## src/rtl/lm70_spi_scheduler.sv

```systemverilog
// LM70 SPI read sequencer: arbitrates periodic auto-tick and manual trigger reads onto
// one SPI bus and presents the frame MSBs as a registered sample.
module lm70_spi_scheduler #(
  parameter int unsigned CLK_DIV    = 2,
  parameter int unsigned FRAME_BITS = 16,
  parameter int unsigned DATA_BITS  = 8,
  parameter int unsigned CS_SETUP   = 2,
  parameter int unsigned CS_HOLD    = 2,
  parameter int unsigned PERIOD     = 1024
) (
  input  logic                 clk,
  input  logic                 rst_n,
  input  logic                 en,
  input  logic                 auto_en,
  input  logic                 trig_req,
  input  logic                 miso,
  output logic                 cs_n,
  output logic                 sck,
  output logic [DATA_BITS-1:0] sample,
  output logic                 sample_src,
  output logic                 sample_valid,
  output logic                 busy,
  output logic                 overrun
);

  localparam int unsigned CS_MAX  = (CS_SETUP > CS_HOLD) ? CS_SETUP : CS_HOLD;
  localparam int unsigned CNT_MAX = (2 * CLK_DIV > CS_MAX) ? 2 * CLK_DIV : CS_MAX;
  localparam int unsigned CNT_W   = $clog2(CNT_MAX + 1);
  localparam int unsigned BIT_W   = $clog2(FRAME_BITS + 1);
  localparam int unsigned PER_W   = $clog2(PERIOD);

  localparam logic [CNT_W-1:0] SETUP_LAST = CNT_W'(CS_SETUP - 1);
  localparam logic [CNT_W-1:0] HOLD_LAST  = CNT_W'(CS_HOLD - 1);
  localparam logic [CNT_W-1:0] LOW_LAST   = CNT_W'(CLK_DIV - 1);
  localparam logic [CNT_W-1:0] BIT_LAST   = CNT_W'(2 * CLK_DIV - 1);
  localparam logic [BIT_W-1:0] FRAME_LAST = BIT_W'(FRAME_BITS - 1);
  localparam logic [BIT_W-1:0] DATA_LIM   = BIT_W'(DATA_BITS);
  localparam logic [PER_W-1:0] PER_LAST   = PER_W'(PERIOD - 1);

  typedef enum logic [2:0] {
    IDLE,
    SETUP,
    SHIFT,
    HOLD,
    DONE
  } state_t;

  state_t               state;
  logic [CNT_W-1:0]     cnt;
  logic [BIT_W-1:0]     bit_cnt;
  logic [PER_W-1:0]     per_cnt;
  logic [DATA_BITS-1:0] shreg;
  logic                 pend_man;
  logic                 pend_auto;
  logic                 auto_tick;
  logic                 req_any;

  always_comb begin
    auto_tick = en && auto_en && (per_cnt == PER_LAST);
    req_any   = pend_man || pend_auto || trig_req || auto_tick;
  end

  always_ff @(posedge clk or negedge rst_n) begin
    if (!rst_n) begin
      per_cnt <= '0;
    end else if (!(en && auto_en) || per_cnt == PER_LAST) begin
      per_cnt <= '0;
    end else begin
      per_cnt <= per_cnt + PER_W'(1);
    end
  end

  always_ff @(posedge clk or negedge rst_n) begin
    if (!rst_n) begin
      state        <= IDLE;
      cnt          <= '0;
      bit_cnt      <= '0;
      shreg        <= '0;
      pend_man     <= 1'b0;
      pend_auto    <= 1'b0;
      cs_n         <= 1'b1;
      sck          <= 1'b0;
      sample       <= '0;
      sample_src   <= 1'b0;
      sample_valid <= 1'b0;
      busy         <= 1'b0;
      overrun      <= 1'b0;
    end else if (!en) begin
      state        <= IDLE;
      cnt          <= '0;
      bit_cnt      <= '0;
      pend_man     <= 1'b0;
      pend_auto    <= 1'b0;
      cs_n         <= 1'b1;
      sck          <= 1'b0;
      sample_valid <= 1'b0;
      busy         <= 1'b0;
      overrun      <= 1'b0;
    end else begin
      sample_valid <= 1'b0;
      overrun      <= 1'b0;
      if (state == IDLE) begin
        if (req_any) begin
          // every request seen here, pending or fresh, is served by this one read
          state      <= SETUP;
          busy       <= 1'b1;
          cs_n       <= 1'b0;
          cnt        <= '0;
          bit_cnt    <= '0;
          sample_src <= pend_man || trig_req;
          pend_man   <= 1'b0;
          pend_auto  <= 1'b0;
        end
      end else begin
        if ((trig_req || auto_tick) && (pend_man || pend_auto)) begin
          overrun <= 1'b1;
        end else begin
          if (trig_req)  pend_man  <= 1'b1;
          if (auto_tick) pend_auto <= 1'b1;
        end
        case (state)
          SETUP: begin
            if (cnt == SETUP_LAST) begin
              state <= SHIFT;
              cnt   <= '0;
            end else begin
              cnt <= cnt + CNT_W'(1);
            end
          end
          SHIFT: begin
            if (cnt == LOW_LAST) begin
              sck <= 1'b1;
              // only the leading DATA_BITS are kept, so later bits are not shifted in
              if (bit_cnt < DATA_LIM) shreg <= (shreg << 1) | DATA_BITS'(miso);
              cnt <= cnt + CNT_W'(1);
            end else if (cnt == BIT_LAST) begin
              sck     <= 1'b0;
              cnt     <= '0;
              bit_cnt <= bit_cnt + BIT_W'(1);
              if (bit_cnt == FRAME_LAST) state <= HOLD;
            end else begin
              cnt <= cnt + CNT_W'(1);
            end
          end
          HOLD: begin
            if (cnt == HOLD_LAST) begin
              state        <= DONE;
              cs_n         <= 1'b1;
              sample       <= shreg;
              sample_valid <= 1'b1;
            end else begin
              cnt <= cnt + CNT_W'(1);
            end
          end
          default: begin
            state <= IDLE;
            busy  <= 1'b0;
            cs_n  <= 1'b1;
            sck   <= 1'b0;
          end
        endcase
      end
    end
  end

endmodule

```

## config.mk

```make
export PLATFORM = sky130hd
export DESIGN_NAME = lm70_spi_scheduler
export DESIGN_NICKNAME = d
export VERILOG_FILES = /design/src/rtl/lm70_spi_scheduler.sv
export SDC_FILE = /design/constraint.sdc
export NUM_CORES = 1
export LEC_CHECK = 0
export ABC_AREA = 1
export CAP_MARGIN = 20
export CORE_ASPECT_RATIO = 0.9
export CORE_MARGIN = 1.5
export CORE_UTILIZATION = 30
export DETAILED_ROUTE_END_ITERATION = 16
export PLACE_DENSITY = 0.58
export REMOVE_ABC_BUFFERS = 1
export SLEW_MARGIN = 0
export SYNTH_ARGS = -nofsm -noshare
export SYNTH_HDL_FRONTEND = slang
export SYNTH_SLANG_ARGS = --single-unit
```

## constraint.sdc

```tcl
create_clock -name clk -period 1.8 [get_ports clk]
set_input_delay 0.36 -clock clk [delete_from_list [all_inputs] [get_ports clk]]
set_output_delay 0.36 -clock clk [all_outputs]
set_load 0.02 [all_outputs]
```

Yosys cells after proc, flatten, opt, wreduce, memory -nomap -nowiden
Index checks and enable logic that the tools add are counted.

word-level totals
  register bits = 45
  output and inout port bits = 14
  logic and storage cells = 124

operators by class
  order comparisons = 1
  mux-type cells = 53
  equal/unequal tests = 26
  bitwise logic cells = 2
  reductions and logical operators = 25
  add/subtract/negate cells = 3

operators with widths
  operator                                                                       count
  3-bit 2-to-1 mux                                                               15
  5-bit 2-to-1 mux                                                               6
  4-bit != test (second input constant)                                          7
  1-bit 2-to-1 mux                                                               27
  3-bit case mux with 3 select lines                                             2
  3-bit AND reduction                                                            6
  3-bit by 1-bit != test with 1-bit output (second input constant)               4
  10-bit by 1-bit adder with 10-bit output (second input constant)               1
  10-bit equality test (second input constant)                                   1
  10-bit 2-to-1 mux                                                              1
  3-bit by 2-bit equality test with 1-bit output (second input constant)         3
  3-bit != test (second input constant)                                          3
  8-bit by 1-bit OR with 8-bit output                                            1
  4-bit AND reduction                                                            2
  3-bit by 1-bit equality test with 1-bit output (second input constant)         2
  1-bit logical OR                                                               6
  3-bit by 2-bit != test with 1-bit output (second input constant)               2
  6-bit AND reduction                                                            1
  5-bit by 1-bit adder with 5-bit output (second input constant)                 1
  5-bit by 4-bit equality test with 1-bit output (second input constant)         1
  5-bit by 4-bit less-than comparator with 1-bit output (second input constant)  1
  5-bit by 1-bit != test with 1-bit output (second input constant)               1
  5-bit AND reduction                                                            1
  2-bit != test (second input constant)                                          2
  9 further kinds                                                                13

Logic depth before layout (Yosys ltp)
  depth in word-level cells = 7
  depth in mapped cells = 11
  mapped depth without buffers = 11

Worst setup path before layout
No wires, ideal clock.

  path kind = flip-flop to flip-flop
  from = register bit_cnt[0]
  to = register state[1]
  required time = 1.682 ns
  path buffers = 0
  data arrival time = 1.352 ns
  stages on the path, launching flop included = 12
  library setup time = 0.118 ns
  setup slack = 0.330 ns
  cell sequence = dfrtp_1 ha_1 nand2_1 nor2_1 ha_1 nand2_1 nand3_1 nand2_1 o21bai_1 nand3_1 nand2_1 nand2_1

on the way
  word-level cells in the longest chain between the ends = 3

ends and longest elaborated chain
  element                                         RTL line  text
  from (decl)                                     50        logic [BIT_W-1:0] bit_cnt;
  from (signal assigned)                          139       bit_cnt <= bit_cnt + BIT_W'(1);
  5-bit by 4-bit equality test with 1-bit output  140       if (bit_cnt == FRAME_LAST) state <= HOLD;
  4-bit != test (no line)                         n/a
  6-bit AND reduction (no line)                   n/a
  to (signal assigned)                            140
  to (signal assigned)                            147       state <= DONE;
  to (signal assigned)                            156       state <= IDLE;
  to (decl)                                       48        state_t state;

Every way passes these cells.
A chain may end at the register's enable or synchronous reset.

Worst setup path after layout
  from = register sample[4]
  to = output port sample[4]

RTL lines
  element                 RTL line  text
  from (decl)             19        output logic [DATA_BITS-1:0] sample,
  from (signal assigned)  149       sample <= shreg;

No word-level cell between the ends.

==> impl_metrics.toml <==
[final_layout]
layout-drive-gt1-share_pct = 20.1
fill_cells = 762
mostFrequentLayoutCells = "64 x nand2_1, 44 x dfrtp_1, 30 x inv_1"
nets = 305
antenna_cells = 0
final_common_cell = "nand2_1"
area_delta_synth_final_pct = 20.8
finalInstanceArea_mm2 = 0.00277
fin_util_pct = 37.0
fin_cells = 389

[clock_network]
clock_path_buffers = 2
insertion_delay_ns = 0.30
root_buffer = "clkbuf_8"
cts.sinks = 45
cts_made_buffers = 5
clkTransAtPathRegs_ns = 0.09
htree_levels = 2
cts_tree = "yes"

[place]
postPlaceCellArea_mm2 = 0.00265
port_buffers = 19
dp_hpwl_mm = 3.10
post-place-ws_ns = -0.0804
gp_congestion = 0.869
dp_cells = 380

[synth]
postSynthAreaPerCell_um2 = 8.84
syn_area_mm2 = 0.00229
ys_warn_count = 0
ys_seq_area_share_pct = 49.2
synth_cell_types = 32
yosys_register_bits = 45
syn_inst = 259

[timing]
fin_crit_sh_pct = 90.7
period_minus_slack_ns = 1.63
tightestPinTransition_ns = 0.322
setup_ws_ns = 0.167
hold_ws_ns = 0.0251
setup_viol = 0
slew_viol_final = 0
finalHoldViolations = 0
fin_skew_ns = 0.00758
clock.fmax_mhz = 612
slew_headroom_pct = 78.3
grt_setup_unrepaired = "false"
tns_ns = 0

[power]
p_int_mw = 1.89
ir_drop_v = 0.000389
power.leakage_nw = 1.29
switchingPower_mw = 1.09
p_per_area_mw_per_mm2 = 1080
share_seq_of_total_power_pct = 43.4
p_clk_share_pct = 24.0
combinationalPowerShare_pct = 32.7
p_sw_share_pct = 36.5
power.total_mw = 2.98

[drt]
dr.pass1.iters = 4
antenna_left = 0
vias = 1712
post_drt_wl_per_cell_um = 11.1
drt_iter0_markers = 61
drc = 0
via_per_inst = 4.40
drt-total-wl_mm = 4.33

[setup_path]
cp_top_family = "buffers and inverters"
worstPathRequired_ns = 1.44
worstReg2RegStart = "bit_cnt[0]"
cp-end-kind = "output port"
r2r_end = "state[0]"
cp-start-kind = "flop"
rrSetupSlack_ns = 0.21
crit_arrival_ns = 1.27
cp.buffers_inverters = 1
cpPeakStageDelay_ns = 0.61
rr_worst_depth = 11
critPathMaxFanout = 2
crit_type = "flop to output port"
critPathSlowestCell = "clkdlybuf4s50_1"
cp_cell_sequence = "clkdlybuf4s50_1"

[global_route]
grt_start_max_net_pins = 46
grt_pass1_vias = 1605
gr-total-overflow = 0
grt_pass1_wl_mm = 7.56
antenna_found_initial = 0
grtUsageTotal_pct = 11.9

[die]
pin_count = 20
dieWidth_um = 95.1
rows = 30
die_h_um = 85.9
start_util_pct = 30.7
core_mm2 = 0.00747
dieArea_mm2 = 0.00817

[run_status]
status = "complete, no violations"

[worst_hold_path]
hp-class = "primary input to asynchronous set/reset pin"

[run]
cap_violations = 0
flip-flops by register name, summed over array words and instances (netlist names):
signal        count
sample            8
pend_man          1
sck               1
sample_valid      1
busy              1
bit_cnt           5
pend_auto         1
cnt               3
sample_src        1
per_cnt          10
overrun           1
cs_n              1
shreg             8
state             3
power groups by stage:
stage	clock [mW]	sequential (mW)	combinational (mW)
floorplan	0	1.36	0.617
global placement	0	1.31	0.971
detailed placement	0	1.31	0.980
CTS	0.755	1.29	0.978
global route	0.792	1.32	1.10
finish	0.713	1.29	0.972
final cells by class:
cell class / instances / area (um^2) / area share [%]
sequential: 45 / 1130 / 40.8
multi-input combinational: 177 / 1010 / 36.7
timing repair buffer: 29 / 272 / 9.82
inverter: 34 / 128 / 4.62
tap: 96 / 120 / 4.34
clock buffer: 7 / 96.3 / 3.48
clock inverter: 1 / 8.76 / 0.317
synth_stat cells, drive strengths merged:
cell type | n | share of area (%)
nand2 | 70 | 13
dfrtp | 44 | 48
inv | 34 | 5.6
o21ai | 27 | 8.2
nor2 | 20 | 3.9
nand3 | 15 | 4.0
a21oi | 12 | 2.8
nand4 | 8 | 2.5
ha | 7 | 3.8
nor3 | 6 | 2.3
or2 | 4 | 1.1
buf | 3 | 1.3
nor3b | 3 | 0.98
xor2 | 2 | 0.77
a211oi | 1 | 0.33
and3 | 1 | 0.27
dfstp | 1 | 1.1
o21bai | 1 | 0.33
layer usage:
layer  global-route usage, %  wire (um)  vias to the layer above
li1                        -          -                      902
met1                    17.1       2290                      781
met2                    17.0       1830                       21
met3                    2.93        125                        8
met4                    4.88         79                        0
met5                       0          0                        -
kinds of logic (layout without fill, tap and decap cells):
kind of cell | count (synthesis) | count (layout) | share of synthesized area, %
compound gates | 41 | 41 | 11.6
xor+xnor | 2 | 2 | 0.765
buf+inv | 37 | 71 | 6.89
simple gates | 127 | 127 | 27.6
flops | 45 | 45 | 49.2
fa+ha+maj | 7 | 7 | 3.82
worst max path at each step:
stage,slack [ns],startpoint,to,depth (start not counted)
5_1_grt,0.01,bit_cnt[0],state[1],11
3_5_place_dp,-0.08,en,bit_cnt[1],9
6_report,0.17,sample[4],sample[4],1
2_1_floorplan,0.26,cnt[1],shreg[0],7
4_1_cts,0.12,bit_cnt[0],state[0],11
3_3_place_gp,-0.02,en,state[1],9
timing repair:
action,4_1_cts,5_1_grt
setup endpoints to repair,1,3
hold buffers,0,0
buffers inserted,0,1
resized for setup,1,3
pin swaps,0,1
(Power assumes the default switching activity.)
